File: src/rtl/alu_sequencer.sv
// Instruction sequencer for the 4-bit accumulator/ALU unit: fetches 1- or 2-byte
// instructions, drives EN/EB1/EB2/in/S and resolves conditional jumps on C/Z flags.
module alu_sequencer #(
  parameter int unsigned        ADDR_W   = 12,
  parameter logic [ADDR_W-1:0]  RESET_PC = 12'h000
) (
  input  logic              clk,
  input  logic              rst,
  input  logic              hold,
  output logic [ADDR_W-1:0] prog_addr,
  input  logic [7:0]        prog_data,
  input  logic              C,
  input  logic              Z,
  output logic              EN,
  output logic              EB1,
  output logic              EB2,
  output logic [3:0]        in,
  output logic [2:0]        S,
  output logic              c_flag,
  output logic              z_flag,
  output logic              halted
);

  typedef enum logic [1:0] {
    ST_FETCH  = 2'd0,
    ST_FETCH2 = 2'd1,
    ST_EXEC   = 2'd2,
    ST_HALT   = 2'd3
  } state_t;

  localparam logic [3:0] OP_NOP  = 4'h0;
  localparam logic [3:0] OP_HALT = 4'h1;
  localparam logic [3:0] OP_OUT  = 4'h2;
  localparam logic [3:0] OP_JC   = 4'h3;
  localparam logic [3:0] OP_JNC  = 4'h4;
  localparam logic [3:0] OP_JZ   = 4'h5;
  localparam logic [3:0] OP_JNZ  = 4'h6;
  localparam logic [3:0] OP_JMP  = 4'h7;

  typedef struct packed {
    logic       en;
    logic       eb1;
    logic       eb2;
    logic [3:0] operand;
    logic [2:0] sel;
  } ctrl_t;

  state_t            state;
  logic [ADDR_W-1:0] pc;
  logic [7:0]        ir;
  logic [7:0]        lo;
  logic              jump_taken;
  logic              fetch_two_byte;
  ctrl_t             ctrl;

  wire [3:0] opcode  = ir[7:4];
  wire [3:0] operand = ir[3:0];
  wire       is_alu  = opcode[3];

  // Opcodes 0x3-0x7 carry a second byte (low 8 bits of the jump target).
  assign fetch_two_byte = (prog_data[7:4] >= OP_JC) && (prog_data[7:4] <= OP_JMP);

  always_comb begin
    jump_taken = 1'b0;
    case (opcode)
      OP_JMP:  jump_taken = 1'b1;
      OP_JC:   jump_taken = c_flag;
      OP_JNC:  jump_taken = ~c_flag;
      OP_JZ:   jump_taken = z_flag;
      OP_JNZ:  jump_taken = ~z_flag;
      default: jump_taken = 1'b0;
    endcase
  end

  always_ff @(posedge clk or negedge rst) begin
    if (!rst) begin
      state  <= ST_FETCH;
      pc     <= RESET_PC;
      ir     <= '0;
      lo     <= '0;
      c_flag <= 1'b0;
      z_flag <= 1'b0;
    end else if (!hold) begin
      case (state)
        ST_FETCH: begin
          ir    <= prog_data;
          pc    <= pc + ADDR_W'(1);
          state <= fetch_two_byte ? ST_FETCH2 : ST_EXEC;
        end
        ST_FETCH2: begin
          lo    <= prog_data;
          pc    <= pc + ADDR_W'(1);
          state <= ST_EXEC;
        end
        ST_EXEC: begin
          if (is_alu) begin
            c_flag <= C;
            z_flag <= Z;
          end
          // Not-taken jumps leave PC alone: it already points past the second byte.
          if (jump_taken)
            pc <= ADDR_W'({operand, lo});
          state <= (opcode == OP_HALT) ? ST_HALT : ST_FETCH;
        end
        default: state <= ST_HALT;
      endcase
    end
  end

  // Controls are only live in EXECUTE so each ALU op yields exactly one EN pulse.
  always_comb begin
    ctrl = '0;
    if (!hold && state == ST_EXEC) begin
      if (is_alu) begin
        ctrl.en      = 1'b1;
        ctrl.eb1     = 1'b1;
        ctrl.eb2     = 1'b1;
        ctrl.operand = operand;
        ctrl.sel     = opcode[2:0];
      end else if (opcode == OP_OUT) begin
        ctrl.eb2 = 1'b1;
      end
    end
  end

  assign EN        = ctrl.en;
  assign EB1       = ctrl.eb1;
  assign EB2       = ctrl.eb2;
  assign in        = ctrl.operand;
  assign S         = ctrl.sel;
  assign prog_addr = pc;
  assign halted    = (state == ST_HALT);

endmodule

File: config.mk
export PLATFORM = sky130hd
export DESIGN_NAME = alu_sequencer
export DESIGN_NICKNAME = d
export VERILOG_FILES = /design/src/rtl/alu_sequencer.sv
export SDC_FILE = /design/constraint.sdc
export NUM_CORES = 1
export LEC_CHECK = 0
export CAP_MARGIN = 20
export CORE_MARGIN = 4
export CORE_UTILIZATION = 35
export DETAILED_ROUTE_END_ITERATION = 12
export GPL_TIMING_DRIVEN = 0
export PLACE_DENSITY_LB_ADDON = 0.05
export SLEW_MARGIN = 40
export SYNTH_ARGS = -nofsm -noshare
export SYNTH_HDL_FRONTEND = slang
export SYNTH_SLANG_ARGS = --single-unit
File: constraint.sdc
create_clock -name clk -period 2.4 [get_ports clk]
set_input_delay 0.48 -clock clk [delete_from_list [all_inputs] [get_ports clk]]
set_output_delay 0.48 -clock clk [all_outputs]
set_load 0.05 [all_outputs]
---- Yosys cells after proc, flatten, opt, wreduce, memory -nomap -nowiden ----
Cells that the tools add are included.
Widths: inputs -> output; s select.
storage, ports and cells
  bits in registers ....................... 32
  input bits .............................. 13
  output and inout port bits .............. 25
  logic and storage cells ................. 44
operators by class
  add/subtract/negate cells ............... 1
  $lt $le $gt $ge ......................... 2
  equality and inequality tests ........... 11
  mux-type cells .......................... 11
  bitwise logic cells ..................... 3
  reduce and logical (&&, ||, !) cells .... 10
operator list
  cell                   number
  $pmux 12 s2            1
  $eq 4x3->1 const B     4
  $add 12x1->12 const B  1
  $mux 12                1
  $mux 10                1
  $eq 4x2->1 const B     2
  $mux 7                 1
  $mux 2                 3
  $pmux 2 s3             1
  $reduce_and 3->1       2
  $pmux 1 s5             1
  $eq 2x2->1 const B     2
  $eq 4x1->1 const B     1
  $ge 4x2->1 const B     1
  $le 4x3->1 const B     1
  $reduce_and 2->1       2
  $not 1->1              3
  $eq 2x1->1 const B     1
  $logic_and 1x1->1      2
  $logic_not 2->1        1
  $mux 1                 2
  $ne 2x2->1 const B     1
  $reduce_bool 2->1      1
  $reduce_or 2->1        1
  $logic_not 1->1        1

---- Longest topological paths before layout ----
  depth in word-level cells ............... 4
  depth in mapped cells ................... 7
  gate-level depth less buffers ........... 5

---- Worst setup path after synthesis ----
Ideal clock, no wire load.
  path kind ............................... register to output
  start ................................... reg state[0]
  end ..................................... out S[0]
  data arrival time ....................... 2260 ps
  path slack .............................. -340 ps
  cell stages (with the launch flop) ...... 6
  cell sequence ........................... dfrtp_1 clkbuf_1 nand2b_1 buf_2 nor3b_2 and2_1
on the way
  longest elaborated chain between the ends .. 3
ends and longest elaborated chain
  what                      line  source
  start: declaration        48    state_t state;
  start signal: assignment  88    state <= fetch_two_byte ? ST_FETCH2 : ST_EXEC;
  start signal: assignment  103   state <= (opcode == OP_HALT) ? ST_HALT : ST_FETCH;
  $eq 2x2->1                113   if (!hold && state == ST_EXEC) begin
  $logic_and 1x1->1         113
  $mux 10                   113
  end: declaration          18    output logic [2:0] S,
No other way between the ends.

---- Worst setup path after layout ----
  start ................................... reg state[1]
  end ..................................... out halted
on the way
  longest elaborated chain between the ends .. 1
ends and longest elaborated chain
  what              line  source
  $eq 2x2->1        132   assign halted = (state == ST_HALT);
  end: declaration  21    output logic halted
No other way between the ends.

==> results.py <==
metrics = {
    "run_status": {
        "status": "complete, no violations",
    },
    "global_route": {
        "antenna_found_initial": 0,
        "overflow": 0,
        "grt_max_degree": 20,
        "grt_pass1_vias": 1529,
        "grt_first_pass_wirelength_mm": 8.100,
        "grtUsageTotal_pct": 16.64,
    },
    "setup_path": {
        "r2r_slack_ns": 0.29,
        "critPathSlowestCell": "dlygate4sd2_1",
        "path_class": "reg2out",
        "arrival_ns": 1.79,
        "crit_fanout": 19,
        "cp-start-kind": "flip-flop",
        "crit_family": "buffers and inverters",
        "worstSetupEndpointType": "primary output",
        "required_ns": 1.92,
        "rr_worst_depth": 4,
        "critPathBufInv": 2,
        "slowest_delay_ns": 0.54,
        "r2r_end": "prog_addr[1]",
        "r2r-start": "ir[5]",
        "crit_chain": "clkbuf_2, and2_1, dlygate4sd2_1",
    },
    "clock_tree": {
        "clockRootBuffer": "clkbuf_8",
        "clkTransAtPathRegs_ns": 0.07,
        "numCtsBuffers": 5,
        "postCtsHoldBufs": 0,
        "cts_tree": "built",
        "clock_latency_ns": 0.28,
        "cts.sinks": 32,
        "htree_levels": 2,
        "cts.path.max_buffers": 2,
    },
    "timing": {
        "max_freq_mhz": 441.1,
        "fin_tns_setup_ns": 0,
        "fin_crit_sh_pct": 94.46,
        "slew_headroom_pct": 55.66,
        "rsz0062_at_grt": "false",
        "drv_slew": 0,
        "finalCriticalPeriod_ns": 2.267,
        "finalSetupViolations": 0,
        "hold_viol": 0,
        "worst_slew_pin_slew_ns": 0.6614,
        "skew_ns": 0.008974,
    },
    "yosys": {
        "synth_cells": 169,
        "yosysSeqAreaShare_pct": 44.88,
        "netlist_area_sq_um": 1784,
        "synth_fp_nets": 183,
        "ys_warn_count": 0,
        "synth_top_cell_by_area": "dfrtp_1",
        "synth_flop_cell": "dfrtp_1",
        "ys_types": 50,
        "yosysMostFrequentCell": "dfrtp_1",
        "async_flop_share_pct": 100.0,
        "synth-seq-cells": 32,
        "avgSynthCellArea_sq_um": 10.56,
        "synth_common_cells": "dfrtp_1, mux2_2, nand2_1",
        "synth.area.top_cells": "dfrtp_1, mux2_2, and2_1, a221oi_2, nand2_1",
        "synth_top_area_share_pct": 44.88,
        "synth_enable_flop_cells": 0,
    },
    "die": {
        "ios": 38,
        "die_w_um": 79.40,
        "start_util_pct": 37.04,
        "die_area_sq_um": 6304,
        "fp.dieH_um": 79.40,
        "rows": 25,
        "core-area_sq_um": 4817,
    },
    "hold_path": {
        "hold_class": "in2async",
    },
    "layout": {
        "syn_to_final_growth_pct": 34.71,
        "insertedDiodeCount": 0,
        "nNetsFinal": 227,
        "drive_gt1_share_pct": 30.84,
        "nFillCells": 471,
    },
    "power_and_ir_drop": {
        "leakage_nw": 0.9664,
        "power_w": 0.003117,
        "vdd_drop_max_mv": 0.4541,
        "power_density_nw_per_um2": 1297,
    },
    "drt": {
        "drcViolationCount": 0,
        "postRouteAntennaNets": 0,
        "wl_mm": 4.646,
        "via_per_inst": 5.356,
        "drt-initial-drc-count": 152,
        "firstDrtPassIters": 4,
        "vias": 1505,
        "routedWlPerCell_um": 16.53,
    },
    "run": {
        "cap_violations": 0,
    },
    "place": {
        "dp_hpwl_mm": 3.568,
        "gp_congestion": 0.7906,
        "portBuffers": 37,
    },
}
kinds of logic after synthesis:
logic type,Yosys count,share of synthesized area (%)
fa+ha+maj,1,0.7012
buf+inv,19,4.698
compound gates,45,20.90
flops,32,44.88
simple gates,52,16.27
mux,20,12.55
through the flow:
stage,setup slack [ns],area [sq um],util [%],std cells,hold slack [ns]
after global placement,-0.9133,2255,46.81,273,0.5004
final,0.1330,2404,49.90,281,0.1029
after floorplan,-0.06973,1800,-,169,0.1844
after global routing,0.03116,2404,49.90,281,0.1176
after CTS,0.0003961,2384,49.48,280,0.1092
after detailed placement,-0.9125,2277,47.27,274,0.4181
placed cells by master, fill, tap and decap left out, drive strengths merged, types with 6 or more instances in the layout:
cell / count
clkdlybuf4s50: 25
clkbuf: 15
and2: 9
buf: 17
dfrtp: 32
a21oi: 6
nand2: 12
nor2: 7
o21ai: 7
mux2: 19
nand3: 8
a221oi: 6
metal layers:
layer | global-route usage [%] | wire [um] | up-vias
li1 | - | - | 720
met1 | 22.40 | 2157 | 731
met2 | 25.25 | 2178 | 50
met3 | 4.740 | 246 | 4
met4 | 6.357 | 63 | 0
met5 | 0 | 0 | -
power breakdown:
| part | leakage, nW | switching (W) | internal, W |
|---|---|---|---|
| registers | 0.374 | 0.000250 | 0.000789 |
| logic | 0.528 | 0.000907 | 0.000600 |
| clock network | 0.0645 | 0.000205 | 0.000366 |
state kept, by name, summed over array words and instances (netlist names):
register	cells
z_flag	1
state	2
lo	8
c_flag	1
ir	8
prog_addr	12
worst register-to-register path: stages, from the launching register on:
cell and delay [ns]:
dfrtp_1 0.43, or3_1 0.39, a2111o_1 0.50, a21oi_4 0.32, mux2_2 0.37
layout make-up:
| class | count | area, sq um | area share (%) |
|---|---|---|---|
| Buffer | 11 | 60.06 | 2.499 |
| Clock inverter | 1 | 30.03 | 1.249 |
| Timing Repair Buffer | 40 | 396.6 | 16.50 |
| Inverter | 5 | 18.77 | 0.7808 |
| Clock buffer | 7 | 96.34 | 4.008 |
| Sequential cell | 32 | 802.0 | 33.37 |
| Multi-Input combinational cell | 118 | 915.9 | 38.11 |
| Tap cell | 67 | 83.83 | 3.488 |
what timing repair did:
action                                  in CTS  in global routing
buffers inserted                             1                  1
endpoints found under the setup margin      11                 10
pin swaps                                    1                  0
gates resized for setup                     57                 11
worst max-delay path by stage:
| stage | startpoint | to | slack, ns | cells past startpoint |
|---|---|---|---|---|
| final | state[1] | halted | 0.13 | 3 |
| after global routing | state[1] | halted | 0.03 | 3 |
| after CTS | state[0] | S[1] | 0.0004 | 6 |
| after detailed placement | hold | EB2 | -0.91 | 5 |
| after global placement | hold | EB2 | -0.91 | 5 |
| after floorplan | state[0] | S[0] | -0.07 | 5 |
Power figures use the tool's default switching activity.
